`src/rtl/fa4.sv`:
```
// Registered 4-bit ripple-carry adder: {c, s} = A + B + Cin, one cycle after sampling.
// Asynchronous active-low reset clears the output registers.
module fa4 (
  input  logic       clk,
  input  logic       rst_n,
  input  logic [3:0] A,
  input  logic [3:0] B,
  input  logic       Cin,
  output logic [3:0] s,
  output logic       c
);

  logic [3:0] w_sum;
  logic       w_cout;
  logic [3:0] r_s;
  logic       r_c;

  // Full-adder cells in a ripple chain. A local carry variable avoids a
  // self-referencing carry vector.
  always_comb begin
    logic carry;
    w_sum = 4'h0;
    carry = Cin;
    for (int i = 0; i < 4; i++) begin
      w_sum[i] = A[i] ^ B[i] ^ carry;
      carry    = (A[i] & B[i]) | (carry & (A[i] ^ B[i]));
    end
    w_cout = carry;
  end

  always_ff @(posedge clk or negedge rst_n) begin
    if (!rst_n) begin
      r_s <= 4'h0;
      r_c <= 1'b0;
    end else begin
      r_s <= w_sum;
      r_c <= w_cout;
    end
  end

  assign s = r_s;
  assign c = r_c;

endmodule

```
`config.mk`:
```
export PLATFORM = sky130hd
export DESIGN_NAME = fa4
export DESIGN_NICKNAME = d
export VERILOG_FILES = /design/src/rtl/fa4.sv
export SDC_FILE = /design/constraint.sdc
export NUM_CORES = 1
export LEC_CHECK = 0
export ABC_AREA = 1
export CAP_MARGIN = 20
export CORE_AREA = 4 4 41 43
export DETAILED_ROUTE_END_ITERATION = 10
export DIE_AREA = 0 0 45 47
export PLACE_DENSITY_LB_ADDON = 0.3
export SETUP_SLACK_MARGIN = 0.02
export SLEW_MARGIN = 20
export SYNTH_ARGS = -nofsm -noshare
export SYNTH_HDL_FRONTEND = slang
export SYNTH_SLANG_ARGS = --single-unit
```
`constraint.sdc`:
```
create_clock -name clk -period 0.8 [get_ports clk]
set_input_delay 0.08 -clock clk [delete_from_list [all_inputs] [get_ports clk]]
set_output_delay 0.08 -clock clk [all_outputs]
set_load 0.05 [all_outputs]
```
; ---- Word-level counts from Yosys, hierarchy flattened
; Cells that the tools add are included.
[word_totals]
ff_bits = 5
out_inout_bits = 5
[classes]
bitwise_logic = 20
[op_table]
columns = operator, count
row1 = 1-bit AND, 8
row2 = 1-bit XOR, 8
row3 = 1-bit bitwise OR, 4

; ---- Logic depth before layout (Yosys ltp)
[logic_depth]
ltp_word = 9
ltp_mapped = 8

; ---- Least setup slack after synthesis
; OpenSTA, ideal clock, no wires.
[synth_path]
kind = input to register
start = input port A[0]
end = register r_s[3] (netlist: s[3])
n_path_buf = 0
required_ns = 0.736
arrival_time_ns = 1.586
stages = 8
slack_ns = -0.850
cell_sequence = fa_1 -> inv_1 -> fa_1 -> inv_1 -> fa_1 -> inv_1 -> fa_1 -> inv_1
[synth_via]
elab_chain_cells = 8
elab_cells_between_ends = 9
cone_classes = bitwise (9)
[synth_rtl]
columns = item, line_no
row1 = start: declaration, 6  ; input logic [3:0] A,
row2 = 1-bit XOR, 26  ; carry = (A[i] & B[i]) | (carry & (A[i] ^ B[i]));
row3 = 1-bit AND, 26
row4 = 1-bit bitwise OR *, 26
row5 = 1-bit AND *, 26
row6 = 1-bit bitwise OR *, 26
row7 = 1-bit AND *, 26
row8 = 1-bit bitwise OR *, 26
row9 = 1-bit XOR *, 25  ; w_sum[i] = A[i] ^ B[i] ^ carry;
row10 = net w_sum[3], 13  ; logic [3:0] w_sum;
row11 = end signal: assignment, 36  ; r_s <= w_sum;
row12 = end: declaration, 15  ; logic [3:0] r_s;
; The timed path passes the listed nets; every way through them passes the cells marked *.

; ---- Final worst setup path
[layout_path]
start = input port Cin
end = register r_s[3] (netlist: s[3])
[layout_via]
elab_chain_cells = 7
[layout_rtl]
columns = item, line_no
row1 = start: declaration, 8  ; input logic Cin,
row2 = 1-bit AND, 26
row3 = 1-bit bitwise OR, 26
row4 = 1-bit AND, 26
row5 = 1-bit bitwise OR, 26
row6 = 1-bit AND, 26
row7 = 1-bit bitwise OR, 26
row8 = 1-bit XOR, 25
row9 = net w_sum[3], 13
; The timed path passes the listed nets, and every way through them passes these cells.

==> impl_metrics.env <==
export IMPL_grt_total_usage_pct=5.68
export IMPL_crit_required_ns=0.97
export IMPL_drcViolationCount=0
export IMPL_cts_root_buf="clkbuf_4"
export IMPL_cp_num_cells=9
export IMPL_synth_seq_cells=5
export IMPL_netlist_area_um2=243
export IMPL_crit_type="in2reg"
export IMPL_period_minus_slack_ns=1.50
export IMPL_coreArea_mm2=0.00130
export IMPL_violations="setup timing"
export IMPL_worst_path_max_fanout=1
export IMPL_critPathCaptureType="register"
export IMPL_layout_common_cells="6 x inv_2, 5 x dfrtp_1, 5 x clkdlybuf4s50_1, 5 x buf_12, 4 x inv_1"
export IMPL_cp_arrival_ns=1.67
export IMPL_cp_buffers_inverters=5
export IMPL_die_area_mm2=0.00212
export IMPL_wire_per_inst_um=8.23
export IMPL_dr_pass1_iters=1
export IMPL_grt_pass1_vias=195
export IMPL_max_slew_worst_pin_slew_ns=0.218
export IMPL_fillers=141
export IMPL_finalSetupViolCount=9
export IMPL_drv_slew=0
export IMPL_dieHeight_um=47
export IMPL_chipWidth_um=45
export IMPL_antenna_left=0
export IMPL_cts_sinks=5
export IMPL_overflow=0
export IMPL_rows=13
export IMPL_drt_iter0_markers=0
export IMPL_crit_family="adder cells"
export IMPL_crit_chain="buf_6 -> fa_2 -> inv_2 -> fa_2 -> inv_2 -> fa_2 -> inv_2 -> fa_1 -> inv_1"
export IMPL_hold_class="in2async"
export IMPL_yosysSeqAreaShare_pct=51.5
export IMPL_status="finished with violations"
export IMPL_slew_headroom_pct=85.4
export IMPL_clkTransAtPathRegs_ns=0.04
export IMPL_fmax_ghz=0.668
export IMPL_ys_warn_count=0
export IMPL_dp_hpwl_um=417
export IMPL_netlist_instances=19
export IMPL_start_kind="input pin"
export IMPL_rsz0062_at_grt="yes"
export IMPL_vias=174
export IMPL_initial_core_util_pct=18.7
export IMPL_layout_commonest_cell="inv_2"
export IMPL_p_leak_nw=0.238
export IMPL_cts_buffers=3
export IMPL_antenna_found_initial=0
export IMPL_pin_count=16
export IMPL_seq_area_um2=125
export IMPL_drive_gt1_share_pct=52.6
export IMPL_pre_cts_slack_ns=-1.36
export IMPL_synthToLayoutAreaGrowth_pct=99.5
export IMPL_htreeDepth=1
export IMPL_grt_max_degree=6
export IMPL_slowest_delay_ns=0.41
export IMPL_synthDistinctLibCells=3
export IMPL_cpMaxStageDelayCell="fa_1"
export IMPL_finalSetupTns_ns=-1.89
export IMPL_fin_crit_sh_pct=187
export IMPL_tritoncts="done"
export IMPL_syn_nets=34
export IMPL_nets=54
export IMPL_fin_ws_ns=-0.697
export IMPL_globalplace_congestion=0.606
export IMPL_peakVddDrop_v=0.000514
export IMPL_finalHoldViolations=0
export IMPL_synth_area_per_cell_um2=12.8
export IMPL_grt_pass1_wl_um=696
export IMPL_num_antenna_cells=0
export IMPL_drv_cap=0
export IMPL_vias_per_cell=3.28
export IMPL_powerDensity_mw_per_mm2=2150
export IMPL_cts_buffer_depth=2
export IMPL_postRouteWirelength_um=436
export IMPL_io_buffers=15
export IMPL_multi_input_area_um2=87.6
[metrics by stage]
step | utilization [%] | total power [mW] | cell area (um2) | std cells | hold WS, ns
6_report | 37.2 | 1.04 | 484 | 53 | 0.0642
2_1_floorplan | - | 0.512 | 250 | 19 | -0.216
4_1_cts | 37.2 | 1.06 | 484 | 53 | 0.0592
3_3_place_gp | 36.1 | 0.774 | 469 | 49 | 0.304
3_5_place_dp | 36.1 | 0.783 | 469 | 49 | 0.312
5_1_grt | 37.2 | 1.10 | 484 | 53 | 0.0807
[kinds of logic (layout without fill, tap and decap cells)]
family / Yosys count / after routing / synth area share [%]
flip-flops: 5 / 5 / 51.5
buffers and inverters: 10 / 29 / 15.5
adder cells (fa/ha/maj): 4 / 4 / 33.0
[cell usage after synthesis (all sizes together)]
master / n / area, um2
fa: 4 / 80.1
dfrtp: 5 / 125
inv: 10 / 37.5
[routing by layer]
layer  routed length (um)  part of all wire [%]  track usage, %
met2                  239                    55            9.04
met4                   27                   6.2            12.3
met1                  108                    25            3.29
met5                    0                     0               0
met3                   61                    14            1.53
[sequential cells by signal, indices dropped and copies added (netlist names)]
name / count
c: 1
s: 4
[timing repair]
action | in CTS | in global routing
pin swaps | 4 | 1
endpoints found under the setup margin | 10 | 9
gates resized for setup | 17 | 1
hold buffers | 0 | 0
setup buffers | 0 | 0
[cell type report]
| type | instances | share of cell area, % |
|---|---|---|
| Multi-Input combinational cell | 4 | 18.1 |
| Clock buffer | 4 | 5.43 |
| Timing Repair Buffer | 15 | 39.0 |
| Inverter | 10 | 7.75 |
| Sequential cell | 5 | 25.8 |
| Tap cell | 15 | 3.88 |
[where the power goes]
group	total (mW)	internal, mW	switching (mW)
Clock	0.274	0.187	0.0870
Sequential	0.330	0.296	0.0342
Combinational	0.438	0.221	0.217
[path summary, 6_finish.rpt]
kind | from | endpoint | slack, ns
max | Cin | s[3] | -0.70
min | rst_n | s[1] | 0.06
max in group asynchronous | rst_n | s[3] | 0.55
min in group clk | Cin | s[0] | 0.14
Note: power is estimated with default switching activity, not from simulation.
